===== src/rtl/seg7_scan_decoder.sv =====
// ---------------------------------------------------------------------------
// seg7_scan_decoder
//
// Receive side of a time-multiplexed seven-segment display. The shared segment
// bus and one-hot digit select are registered, debounced per digit, decoded
// back to hex nibbles and assembled into an NDIG-digit value.
//
// Ports
//   clk          system clock, rising edge
//   rst_n        synchronous reset, active-low
//   seg_in       segment bus gfedcba (bit 6 = g), 0 = lit, 1 = dark
//   dig_sel      digit enable, active-high, one-hot while a digit is driven
//   sample_en    sample tick; counting and commit only happen when high
//   err_clr      clears err
//   value        decoded nibbles, digit i in value[4i+3:4i]
//   digit_ok     1 = last commit of digit i was a legal hex pattern
//   frame_valid  one-cycle pulse once every digit has committed
//   err          sticky flag, an illegal pattern was committed
// ---------------------------------------------------------------------------
module seg7_scan_decoder #(
    parameter int NDIG   = 6,
    parameter int STABLE = 4,
    parameter int CNT_W  = 3
) (
    input  logic              clk,
    input  logic              rst_n,
    input  logic [6:0]        seg_in,
    input  logic [NDIG-1:0]   dig_sel,
    input  logic              sample_en,
    input  logic              err_clr,
    output logic [4*NDIG-1:0] value,
    output logic [NDIG-1:0]   digit_ok,
    output logic              frame_valid,
    output logic              err
);

    localparam logic [6:0]       SEG_BLANK  = 7'h7F;
    localparam logic [CNT_W-1:0] CNT_ONE    = CNT_W'(1);
    localparam logic [CNT_W-1:0] CNT_STABLE = CNT_W'(STABLE);
    localparam logic [CNT_W-1:0] CNT_LAST   = CNT_W'(STABLE - 1);

    logic [6:0]        seg_q;
    logic [NDIG-1:0]   sel_q;
    logic [NDIG+6:0]   prev;
    logic [CNT_W-1:0]  cnt;
    logic [NDIG-1:0]   mask;

    logic [NDIG+6:0]   sample;
    logic              sel_seen;
    logic              sel_multi;
    logic              onehot;
    logic [CNT_W-1:0]  cnt_nx;
    logic [NDIG+6:0]   prev_nx;
    logic              commit;
    logic [4:0]        dec;
    logic              blank;
    logic              illegal;
    logic [NDIG-1:0]   mask_nx;

    // Returns {legal, nibble}; legal = 0 for anything outside the hex table.
    function automatic logic [4:0] decode(input logic [6:0] s);
        case (s)
            7'h40:   decode = 5'h10;
            7'h79:   decode = 5'h11;
            7'h24:   decode = 5'h12;
            7'h30:   decode = 5'h13;
            7'h19:   decode = 5'h14;
            7'h12:   decode = 5'h15;
            7'h02:   decode = 5'h16;
            7'h78:   decode = 5'h17;
            7'h00:   decode = 5'h18;
            7'h10:   decode = 5'h19;
            7'h08:   decode = 5'h1A;
            7'h03:   decode = 5'h1B;
            7'h46:   decode = 5'h1C;
            7'h21:   decode = 5'h1D;
            7'h06:   decode = 5'h1E;
            7'h0E:   decode = 5'h1F;
            default: decode = 5'h00;
        endcase
    endfunction

    assign sample  = {sel_q, seg_q};
    assign dec     = decode(seg_q);
    assign blank   = (seg_q == SEG_BLANK);
    assign illegal = commit && !dec[4] && !blank;

    // One-hot check without arithmetic: remember whether a second bit shows up.
    always_comb begin
        // NOTE: every always_comb output gets a default first so no latch is inferred.
        sel_seen  = 1'b0;
        sel_multi = 1'b0;
        for (int i = 0; i < NDIG; i++) begin
            if (sel_q[i]) begin
                if (sel_seen) sel_multi = 1'b1;
                sel_seen = 1'b1;
            end
        end
        onehot = sel_seen && !sel_multi;
    end

    // Stability counter: cnt is the length of the current run of identical
    // one-hot samples, saturating at STABLE. The commit fires on the single
    // sample where the run length first reaches STABLE.
    always_comb begin
        cnt_nx  = cnt;
        prev_nx = prev;
        commit  = 1'b0;
        if (sample_en) begin
            prev_nx = sample;
            if (!onehot) begin
                cnt_nx = '0;
            end else if (sample == prev) begin
                if (cnt != CNT_STABLE) begin
                    cnt_nx = cnt + CNT_ONE;
                    commit = (cnt == CNT_LAST);
                end
            end else begin
                cnt_nx = CNT_ONE;
                commit = (STABLE == 1);
            end
        end
    end

    // A full mask is held for one cycle (frame_valid is raised from it), then
    // cleared; a commit landing on the clearing cycle starts the fresh mask.
    always_comb begin
        mask_nx = (&mask) ? '0 : mask;
        if (commit) mask_nx = mask_nx | sel_q;
    end

    always_ff @(posedge clk) begin
        if (!rst_n) begin
            // NOTE: sequential state uses non-blocking assignments only.
            seg_q       <= SEG_BLANK;
            sel_q       <= '0;
            prev        <= {{NDIG{1'b0}}, SEG_BLANK};
            cnt         <= '0;
            mask        <= '0;
            value       <= '0;
            digit_ok    <= '0;
            frame_valid <= 1'b0;
            err         <= 1'b0;
        end else begin
            seg_q       <= seg_in;
            sel_q       <= dig_sel;
            cnt         <= cnt_nx;
            prev        <= prev_nx;
            mask        <= mask_nx;
            frame_valid <= &mask;

            for (int i = 0; i < NDIG; i++) begin
                if (commit && sel_q[i]) begin
                    if (dec[4]) begin
                        value[4*i +: 4] <= dec[3:0];
                        digit_ok[i]     <= 1'b1;
                    end else begin
                        // Blank clears the field; an illegal pattern keeps it.
                        if (blank) value[4*i +: 4] <= 4'h0;
                        digit_ok[i] <= 1'b0;
                    end
                end
            end

            // A new illegal commit outranks a simultaneous clear.
            if (illegal)      err <= 1'b1;
            else if (err_clr) err <= 1'b0;
        end
    end

endmodule


===== config.mk =====
export PLATFORM = sky130hd
export DESIGN_NAME = seg7_scan_decoder
export DESIGN_NICKNAME = d
export VERILOG_FILES = /design/src/rtl/seg7_scan_decoder.sv
export SDC_FILE = /design/constraint.sdc
export NUM_CORES = 1
export LEC_CHECK = 0
export BUFFER_PORTS_ARGS = -buffer_cell sky130_fd_sc_hd__buf_2
export CAP_MARGIN = 20
export CORE_ASPECT_RATIO = 1.1
export CORE_MARGIN = 2
export CORE_UTILIZATION = 45
export CTS_CLUSTER_SIZE = 20
export DETAILED_ROUTE_END_ITERATION = 12
export GPL_TIMING_DRIVEN = 1
export PLACE_DENSITY = 0.69
export SYNTH_ARGS = -nofsm -noshare
export SYNTH_HDL_FRONTEND = slang
export SYNTH_SLANG_ARGS = --single-unit

===== constraint.sdc =====
create_clock -name clk -period 2.2 [get_ports clk]
set_input_delay 0.33 -clock clk [delete_from_list [all_inputs] [get_ports clk]]
set_output_delay 0.33 -clock clk [all_outputs]
set_load 0.005 [all_outputs]

==> summary.md, run 1 <==
| Metric | Value |
|---|---|
| Post-CTS Setup Bufs | 0 |
| H-tree levels | 3 |
| I/O pin cnt | 49 |
| Worst slew pin tran | 0.478 ns |
| Buf+Inv Stages, Crit Path | 0 |
| Sequential-to-total area share from yosys stat | 0.433 |
| GPL Wtd Cong | 0.844 |
| Worst path max stage delay | slightly below 0.5 ns |
| Sinks on Clock Net | 67 |
| Worst hold slack | 0.150 ns |
| Pin count of the biggest net entering global routing | 48 |
| Synth Register Bits | 67 |
| Arr. time, crit path | 2.31 ns |
| Port buffer count | 48 |
| Setup TNS | 0 ns |
| Number of CTS-inserted buffers | 9 |
| Final Util | 0.556 |
| Via/cell ratio | 5.46 |
| CTS tree | done |
| Crit. End Element | register |
| Setup Viol. Count Final | 0 |
| Most frequent cells in the layout | dfxtp_1, nand2_1, buf_2 |
| Total power | between 2 and 3 mW |
| Tmin final | 2.02 ns |
| Initial Utilization | 0.467 |
| Clock-pin slew on the worst setup and hold paths | 0.08 ns |
| Crit-path cells | nor4b_1 -> a21oi_1 -> or3_1 -> and4_4 -> a21oi_1 -> mux2i_1 |
| Horiz. Die Dim | between 80 and 90 um |
| Syn nets | 378 |
| Final HPWL from detailed placement | 5180 um |
| Vias post-DR | 2,735 |
| Antenna Violating Nets Remaining | 0 |
| Maximum fanout along the worst path | 13 |
| Slew margin rel. | 0.681 |
| First-pass GRT wire length | ~12,000 um |
| Most frequent CP cell | a21oi_1 |
| Status | complete, no violations |
| GR Overflow Total | 0 |
| Hold Vio Cnt, Final | 0 |
| PD cells | approximately 700 nW/um^2 |
| Fillers | 606 |
| Leak | ~1.5 nW |
| Unrepaired setup endpoints after global routing | no |
| Dpl cells | 485 |
| Maximum vdd drop | 0.451 mV |
| Clock Tree Buf Depth | 2 |
| Routed WL | 7240 um |
| Die H | between 90 and 100 um |
| Final #Nets | about 430 |
| Max Slew Vio Count | 0 |
| Synth-to-Final Area Change | 19.1% |
| Synthesized area per cell | just under 9 um^2 |
| Routed len/inst | approximately 14 um |
| Yosys warnings | 0 |
| Vias in the first global route | 2,559 |
| Synth Cell Area | 3100 um^2 |
| CP Launch Type | register |
| Skew final | 0.0108 ns |
| First DRT Iteration DRCs | 178 |
| Crit path max-delay cell type | dfxtp_1 |
| # rows | 31 |
| Gate Count Post-Synth | 358 |
| Fraction of layout cells with a size suffix above 1 | 0.258 |
| DRT Pass-1 Iters | 4 |
| GRT Resource Usage Total | 0.200 |
| Finished Layout Cells | 501 |
| CTS root buf | clkbuf_8 |
| WS Path Type | reg2reg |
| Initial antenna violation count | 0 |
| ANT cells | 0 |
| DRC viols | 0 |
| Final clock period utilization by the worst path | 0.920 |
| Most common cell after layout, fill and taps aside | dfxtp_1 |
| Die area | 7570 um^2 |
| Min-Delay Path Class | in2reg |
| Placeable Area | 6630 um^2 |
| Worst-skew pair later-pin latency | 0.35 ns |
| WP data required | 2.48 ns |
| Max-Cap Viols | 0 |
| Fmax | 494 MHz |
| Delay-heaviest family, CP | simple AND/OR/NAND/NOR gates |
| Post-synth cell types | between 40 and 50 |
## synthesized netlist by cell type, drive strengths merged
cell type / n / area, um^2
mux2i: 19 / 190
and3: 2 / 12.5
nand2b: 11 / 68.8
nor3: 10 / 50.1
a211oi: 2 / 20.0
or3b: 1 / 8.76
clkbuf: 10 / 37.5
nor2b: 2 / 12.5
a21oi: 26 / 149
o22ai: 6 / 37.5
a311oi: 6 / 52.6
o2111ai: 1 / 8.76
buf: 18 / 133
and2: 6 / 37.5
or3: 3 / 18.8
inv: 5 / 18.8
o2bb2ai: 1 / 8.76
nor4: 2 / 27.5
nand2: 52 / 198
dfxtp: 67 / 1340
nor3b: 4 / 30.0
nand4: 4 / 31.3
clkinv: 1 / 3.75
o21ai: 18 / 90.1
nor2: 13 / 48.8
a21boi: 1 / 11.3
and4: 3 / 28.8
a32oi: 2 / 17.5
nand3: 37 / 185
a21o: 1 / 7.51
xor2: 1 / 8.76
ha: 3 / 37.5
nor4b: 2 / 17.5
o31ai: 1 / 7.51
xnor2: 14 / 123
a31oi: 2 / 12.5
or4: 1 / 7.51
## where the power goes
| group | leakage, nW | total (mW) | switching, mW | internal (mW) |
|---|---|---|---|---|
| sequential | 0.544 | 1.27 | 0.0325 | 1.24 |
| clock | 0.0998 | 1.05 | 0.520 | 0.530 |
| combinational | 0.818 | 0.221 | 0.129 | 0.0924 |
| total | 1.46 | 2.54 | 0.682 | 1.86 |
## state kept, by name, indices dropped and copies added (netlist names)
name	flops
cnt	3
digit_ok	6
frame_valid	1
value	24
prev	13
mask	6
sel_q	6
err	1
seg_q	7
## worst paths after layout
kind	start	endpoint	slack [ns]	cells past startpoint
min	seg_in[4]	seg_q[4]	0.15	2
max reg2reg	seg_q[1]	value[11]	0.18	6
min reg2reg	value[13]	value[13]	0.46	2
max	seg_q[1]	value[11]	0.18	6
## what timing repair did
action | 4_1_cts | 5_1_grt
hold endpoints to repair | 0 | 0
gates resized for setup | 0 | 9
hold buffers | 0 | 0
setup endpoints to repair | 0 | 11
## worst reg2reg max path, delay by kind of cell (launching register included)
kind	cells	cell delay (ns)
AND/OR/NAND/NOR	3	0.88
flip-flops	1	0.49
AO/OA/AOI/OAI	2	0.37
multiplexers	1	0.22
## cell type report
| type | instances | area [um^2] | area share |
|---|---|---|---|
| Inverter | 6 | 22.5 | 0.00610 |
| Clock buffer | 9 | 124 | 0.0336 |
| Clock inverter | 7 | 77.6 | 0.0210 |
| Tap cell | 82 | 103 | 0.0278 |
| Multi-Input combinational cell | 257 | 1580 | 0.427 |
| Sequential cell | 67 | 1350 | 0.365 |
| Timing Repair Buffer | 73 | 440 | 0.119 |
## stage by stage
stage / setup slack [ns] / area (um^2)
floorplan: 0.378 / 3100
global placement: 0.0377 / 3470
detailed placement: 0.0449 / 3470
CTS: 0.0289 / 3670
global route: 0.000832 / 3690
finish: 0.175 / 3690
## per-layer routing
metal | vias to the layer above | part of all wire | GRT usage
met5 | - | 0 | 0
met4 | 0 | 0.012 | 0.0697
met3 | 9 | 0.062 | 0.0536
met2 | 86 | 0.50 | 0.346
met1 | 1278 | 0.42 | 0.239
li1 | 1362 | - | -
## cell families (layout without fill, tap and decap cells)
group | Yosys count | after routing | synth area share
and+or+nand+nor | 153 | 153 | 0.253
DFF | 67 | 67 | 0.433
xor gates and xnor gates | 15 | 15 | 0.0424
AOI/OAI and AO/OA | 67 | 67 | 0.136
adders and majority gates | 3 | 3 | 0.0121
buffers and inverters | 34 | 95 | 0.0622
muxes | 19 | 19 | 0.0614
No activity file was read; power rests on OpenSTA's default activity.
==> run 2: changes to the inputs <==
--- a/config.mk
+++ b/config.mk
@@ -5,6 +5,7 @@
 export SDC_FILE = /design/constraint.sdc
 export NUM_CORES = 1
 export LEC_CHECK = 0
+export ABC_AREA = 1
 export BUFFER_PORTS_ARGS = -buffer_cell sky130_fd_sc_hd__buf_2
 export CAP_MARGIN = 20
 export CORE_ASPECT_RATIO = 1.1
@@ -17,3 +18,4 @@
 export SYNTH_ARGS = -nofsm -noshare
 export SYNTH_HDL_FRONTEND = slang
 export SYNTH_SLANG_ARGS = --single-unit
+export TNS_END_PERCENT = 100
==> summary.md, run 2 <==
| Metric | Value |
|---|---|
| Finished Layout Cells | 578 (+15%) |
| CP Launch Type | register |
| Most frequent cells in the layout | nand2_1, dfxtp_1, nor2_1 |
| Cell internal pwr | 1.96 mW (+5.3%) |
| Worst-skew pair later-pin latency | 0.36 ns (about the same) |
| GRT Max-Usage Layer | met2 |
| GPL Wtd Cong | 0.913 (+8.2%) |
| Final clock period utilization by the worst path | 0.900 (-0.0207) |
| Status | complete, no violations |
| Die H | 90.7 um (-0.39%) |
| GR Overflow Total | 0 (unchanged) |
| Number of CTS-inserted buffers | 9 (unchanged) |
| Post-CTS Setup Bufs | 0 (unchanged) |
| GRT Resource Usage Total | 0.217 (+0.0169) |
| Setup TNS | 0 ns (unchanged) |
| Final HPWL from detailed placement | 5680 um (+9.7%) |
| Synthesized area per cell | 6.96 um^2 (-20%) |
| Final #Nets | 511 (+18%) |
| WP data required | 2.46 ns (-0.02 ns) |
| Met2 GRT Util | 0.372 (+0.0262) |
| CTS tree | done |
| I/O pin cnt | 49 (unchanged) |
| Most frequent cell after synthesis | nand2_1 |
| Sequential-to-total area share from yosys stat | 0.436 (+0.00352) |
| Reg with most FFs | value |
| Sw power | 0.686 mW (+0.70%) |
| # rows | 31 (unchanged) |
| Pin count of the biggest net entering global routing | 29 (-40%) |
| Biggest regs | value: 24 flops, prev: 13 flops, seg_q: 7 flops |
| Port buffer count | 48 (unchanged) |
| Async set or reset register ratio after synthesis | 0 (unchanged) |
| ANT cells | 0 (unchanged) |
| Worst path setup slack after routing | 0.221 ns (+0.0455 ns) |
| Max FFs per register | 24 (unchanged) |
| Hold Vio Cnt, Final | 0 (unchanged) |
| Gate Count Post-Synth | 442 (+23%) |
| Most frequent cells after synthesis | nand2_1, dfxtp_1, nor2_1, a21oi_1, inv_1 |
| Yosys warnings | 0 (unchanged) |
| Arr. time, crit path | 2.24 ns (-0.07 ns) |
| Synth Register Bits | 67 (unchanged) |
| Crit-path cells | inv_2 -> nand2_1 -> nand2_1 -> nor2_1 -> nand2_1 -> nor2_2 -> nand2_2 -> nor2_2 -> nand2_4 -> nor2_2 -> nand3_1 -> nand2_1 -> nor2_1 |
| Maximum vdd drop | 0.459 mV (+1.9%) |
| Top_reg_cell synth | dfxtp_1 |
| PD cells | 732 nW/um^2 (+6.3%) |
| Tmin final | 1.98 ns (-0.0455 ns) |
| First-pass GRT wire length | 13,000 um (+6.2%) |
| Crit. End Element | register |
| Setup Viol. Count Final | 0 (unchanged) |
| Placeable Area | 6590 um^2 (-0.58%) |
| Initial antenna violation count | 0 (unchanged) |
| Syn nets | 462 (+22%) |
| Antenna Violating Nets Remaining | 0 (unchanged) |
| Initial Utilization | 0.466 (-0.00105) |
| Synth top area share | 0.436 (+0.00352) |
| Via/cell ratio | 5.03 (-7.9%) |
| Most common cell after layout, fill and taps aside | nand2_1 |
| Clock Tree Buf Depth | 2 (unchanged) |
| Skew final | 0.0119 ns (+0.00105 ns) |
| Seq pwr share | 0.484 (-0.016) |
| Routed WL | 7740 um (+6.9%) |
| Fraction of layout cells with a size suffix above 1 | 0.210 (-0.0481) |
| Max Slew Vio Count | 0 (unchanged) |
| DRC viols | 0 (unchanged) |
| Maximum fanout along the worst path | 9 (-4) |
| Synth-to-Final Area Change | 17.5% |
| H-tree levels | 3 (unchanged) |
| Sinks on Clock Net | 67 (unchanged) |
| DRT Pass-1 Iters | 5 (+1) |
| Die area | 7510 um^2 (-0.77%) |
| Post-synth EDFFs | 0 (unchanged) |
| Fmax | 505 MHz (+2.3%) |
| Clock-pin slew on the worst setup and hold paths | 0.08 ns (about the same) |
| Met1 usage | 0.260 (+0.0214) |
| WS Path Type | reg2reg |
| Crit path max-delay cell type | dfxtp_2 |
| Worst hold slack | 0.149 ns (-0.000941 ns) |
| Worst path max stage delay | 0.50 ns (about the same) |
| Cell taking the most area after synthesis | dfxtp_1 |
| Post-synth cell types | 28 (-42%) |
| Clock Power Share | 0.441 (+0.028) |
| Horiz. Die Dim | 82.8 um (-0.38%) |
| Worst slew pin tran | 0.430 ns (-0.0483 ns) |
| Setup slack at placement | -0.00321 ns (-0.0481 ns) |
| Min-Delay Path Class | in2reg |
| First DRT Iteration DRCs | 207 (+16%) |
| Fillers | 668 (+10%) |
| Grt met3 use | 0.0356 (-0.0180) |
| Vias in the first global route | 2,754 (+7.6%) |
| Max-Cap Viols | 0 (unchanged) |
| Slew margin rel. | 0.713 (+0.0319) |
| Synth Cell Area | 3070 um^2 (-0.81%) |
| Logic pwr share | 0.075 (-0.012) |
| Leak | 1.74 nW (+19%) |
| Switching share of power | 0.260 (-0.00864) |
| Dpl cells | 562 (+16%) |
| CTS root buf | clkbuf_8 |
| Most frequent CP cell | nand2_1 |
| Vias post-DR | 2,907 (+6.3%) |
| Hold_buf cts | 0 (unchanged) |
| Ranking of synthesized cells by area | dfxtp_1, nand2_1, a21oi_1 |
| Unrepaired setup endpoints after global routing | yes |
| Routed len/inst | 13.4 um (-7.3%) |
run 2: area by class of cell:
cell class                      count  area [um^2]  area share
Clock inverter                      7          100      0.0277
Tap cell                           82          103      0.0284
Multi-Input combinational cell    314         1480       0.408
Timing Repair Buffer               54          298      0.0824
Sequential cell                    67         1350       0.372
Inverter                           45          169      0.0467
Clock buffer                        9          124      0.0343
run 2: final timing paths:
check        startpoint        end  slack, ns  cells after the start
max            sel_q[1]  value[11]       0.22                     13
min          dig_sel[1]   sel_q[1]       0.15                      3
max reg2reg    sel_q[1]  value[11]       0.22                     13
min reg2reg   value[20]  value[20]       0.46                      2
run 2: cell families (layout without fill, tap and decap cells):
family                   count (synthesis)  count (layout)  share of synthesized area
buffers and inverters                   61             115                     0.0887
AND/OR/NAND/NOR                        241             241                      0.346
adder cells (fa/ha/maj)                  3               3                     0.0122
AO/OA/AOI/OAI                           69              69                      0.114
flip-flops                              67              67                      0.436
XOR/XNOR                                 1               1                    0.00285
run 2: critical path: cells and delay by family (launching register included):
| family | cells | cell delay, ns |
|---|---|---|
| and+or+nand+nor | 12 | 1.28 |
| DFF | 1 | 0.50 |
| buffers and inverters | 1 | 0.10 |
run 2: power groups by stage:
stage / registers, mW / logic (mW) / clock network (mW)
6_report: 1.28 / 0.198 / 1.17
3_5_place_dp: 1.31 / 0.197 / 0
5_1_grt: 1.29 / 0.228 / 1.23
4_1_cts: 1.28 / 0.198 / 1.18
2_1_floorplan: 1.29 / 0.159 / 0
3_3_place_gp: 1.31 / 0.197 / 0
run 2: metrics by stage:
stage	util	cell area (um^2)	power (mW)
6_report	0.548	3610	2.64
3_3_place_gp	0.511	3370	1.50
4_1_cts	0.545	3600	2.66
5_1_grt	0.548	3610	2.74
3_5_place_dp	0.511	3370	1.50
2_1_floorplan	-	3070	1.45
run 2: per-layer routing:
metal,vias to the layer above,part of all wire
li1,1510,-
met4,0,0.028
met3,19,0.042
met1,1296,0.45
met2,82,0.48
met5,-,0
run 2: timing repair:
| item | CTS | global route |
|---|---|---|
| pin swaps | 0 | 1 |
| endpoints found under the setup margin | 1 | 28 |
| gates resized for setup | 1 | 6 |
==> run 3: changes to the inputs <==
==> constraint.sdc (replaced) <==
create_clock -name clk -period 1.9 [get_ports clk]
set_input_delay 0.285 -clock clk [delete_from_list [all_inputs] [get_ports clk]]
set_output_delay 0.285 -clock clk [all_outputs]
set_load 0.005 [all_outputs]
==> summary.md, run 3 (synthesis results as in run 2) <==
| Metric | Value |
|---|---|
| Pin count of the biggest net entering global routing | 29 (unchanged) |
| Port buffer count | 48 (unchanged) |
| H-tree levels | 3 (unchanged) |
| Number of CTS-inserted buffers | 9 (unchanged) |
| Post-route cell area | 3920 um^2 (+8.6%) |
| Routed len/inst | 13.2 um (-1.3%) |
| Worst path max stage delay | 0.36 ns (-0.14 ns) |
| Storage cell area | 1360 um^2 (+0.93%) |
| Die area | 7510 um^2 (unchanged) |
| WHS Path Cells | 3 (unchanged) |
| Hold path start | dig_sel[3] |
| Fraction of layout cells with a size suffix above 1 | 0.294 (+0.0844) |
| Final HPWL from detailed placement | 5760 um (+1.4%) |
| Delay-heaviest family, CP | simple AND/OR/NAND/NOR gates |
| R2R depth | 12 (-1) |
| PD cells | 758 nW/um^2 (+3.6%) |
| Worst path setup slack after routing | 0.0316 ns (-0.189 ns) |
| Reg2Reg Setup Slack | 0.03 ns (-0.19 ns) |
| Horiz. Die Dim | 82.8 um (unchanged) |
| Worst hold slack | 0.116 ns (-0.0328 ns) |
| Worst slew pin tran | 0.635 ns (+0.205 ns) |
| # rows | 31 (unchanged) |
| Slew margin rel. | 0.576 (-0.137) |
| Final clock period utilization by the worst path | 0.983 (+0.0838) |
| Crit path max-delay cell type | dfxtp_4 |
| First-pass GRT wire length | 13,400 um (+3.5%) |
| DRT Pass-1 Iters | 5 (unchanged) |
| Initial Utilization | 0.466 (unchanged) |
| Tmin final | 1.87 ns (-0.111 ns) |
| Leak | 1.90 nW (+9.1%) |
| Crit. End Element | register |
| Maximum fanout along the worst path | 6 (-3) |
| Biggest regs | value: 24 flops, prev: 13 flops, seg_q: 7 flops |
| Crit-path cells | buf_4 -> nand2_1 -> nor2_1 -> inv_1 -> nor2_2 -> nor2_2 -> nand2_2 -> nor2_4 -> nand3_4 -> buf_6 -> a21oi_1 -> nor2_1 |
| Placed cell area | 3580 um^2 (+6.1%) |
| Most common cell after layout, fill and taps aside | nand2_1 |
| CP Launch Type | register |
| Fmax | 535 MHz (+5.9%) |
| CTS tree | done |
| WS Path Type | reg2reg |
| I/O pin cnt | 49 (unchanged) |
| Via/cell ratio | 5.07 (+0.75%) |
| Skew final | 0.00904 ns (-0.00281 ns) |
| Hold EP | sel_q[3] |
| Most frequent cells in the layout | nand2_1, dfxtp_1, buf_2 |
| Worst-skew pair later-pin latency | 0.35 ns (about the same) |
| GRT Resource Usage Total | 0.220 (+0.00302) |
| Routed WL | 8050 um (+4.0%) |
| Unrepaired setup endpoints after global routing | yes |
| Final Util | 0.595 (+0.0469) |
| Max FFs per register | 24 (unchanged) |
| Maximum vdd drop | 0.441 mV (-3.8%) |
| Placeable Area | 6590 um^2 (unchanged) |
| Clock-pin slew on the worst setup and hold paths | 0.07 ns (about the same) |
| Initial antenna violation count | 0 (unchanged) |
| Worst reg2reg path startpoint | seg_q[4] |
| Footprint of the multi-input gates | 1540 um^2 (+4.2%) |
| GPL Wtd Cong | 1.01 (+10%) |
| ANT cells | 0 (unchanged) |
| Arr. time, crit path | 2.11 ns (-0.13 ns) |
| Sinks on Clock Net | 67 (unchanged) |
| Vias in the first global route | 2,856 (+3.7%) |
| Antenna Violating Nets Remaining | 0 (unchanged) |
| Setup slack at placement | -0.00686 ns (-0.00365 ns) |
| DRC viols | 0 (unchanged) |
| Min-Delay Path Class | in2reg |
| GR Overflow Total | 0 (unchanged) |
| Setup TNS | 0 ns (unchanged) |
| Setup Viol. Count Final | 0 (unchanged) |
| Final #Nets | 542 (+6.1%) |
| Max Slew Vio Count | 0 (unchanged) |
| Buf+Inv Stages, Crit Path | 3 (+2) |
| Max-Cap Viols | 0 (unchanged) |
| R2R Path End | value[23] |
| Synth-to-Final Area Change | 27.6% |
| Status | complete, no violations |
| Die H | 90.7 um (unchanged) |
| First DRT Iteration DRCs | 248 (+20%) |
| Reg with most FFs | value |
| WP data required | 2.15 ns (-0.31 ns) |
| Clock Tree Buf Depth | 2 (unchanged) |
| Vias post-DR | 3,086 (+6.2%) |
| Hold Vio Cnt, Final | 0 (unchanged) |
| CTS root buf | clkbuf_8 |
| Fillers | 617 (-7.6%) |
| Hold_buf cts | 0 (unchanged) |
run 3: cell count changes in the layout (fill, tap and decap cells not counted), sizes merged:
cell / delta
buf: +30
bufinv: -1
clkbuf: +2
clkinv: -1
clkinvlp: +1
inv: -1
nand3: +1
run 3: routing by layer:
layer  track usage  vias to the layer above  wire length [um]
li1              -                     1567                 -
met3        0.0375                       16               428
met2         0.379                      100              3990
met4        0.0929                        0               180
met1         0.269                     1403              3450
met5             0                        -                 0
run 3: power breakdown:
group,total [mW],internal [mW],switching [mW]
clock network,1.19,0.635,0.556
registers,1.47,1.44,0.0327
logic,0.309,0.129,0.180
run 3: timing repair:
action	4_1_cts	5_1_grt
pin swaps	1	4
buffers inserted	2	4
gates resized for setup	1	36
endpoints found under the setup margin	21	33
gates cloned	0	1
run 3: layout make-up:
type	count	area share
multi-input cells	315	0.392
flip-flops and latches	67	0.346
repair buffers	84	0.144
inverters	45	0.0431
clock buffers	11	0.0360
well taps	82	0.0262
clock inverters	5	0.0134
run 3: worst max-delay path by stage:
stage | startpoint | to | slack [ns] | cells after the start
6_report | seg_q[4] | value[23] | 0.03 | 12
5_1_grt | seg_q[4] | value[9] | -0.08 | 12
4_1_cts | seg_q[2] | value[7] | 0.02 | 13
3_5_place_dp | seg_q[1] | digit_ok[5] | -0.007 | 9
3_3_place_gp | seg_q[1] | digit_ok[5] | -0.03 | 9
2_1_floorplan | sel_q[0] | digit_ok[3] | 0.25 | 12
run 3: metrics by stage:
step                total power [mW]  instances
detailed placement              1.78        586
floorplan                       1.68        442
finish                          2.97        609
CTS                             2.95        604
global placement                1.77        586
global route                    3.08        609
run 3: worst min-delay path, cell delays in order:
cell     delay [ns]
buf_2          0.07
nand2_1        0.04
inv_1          0.04
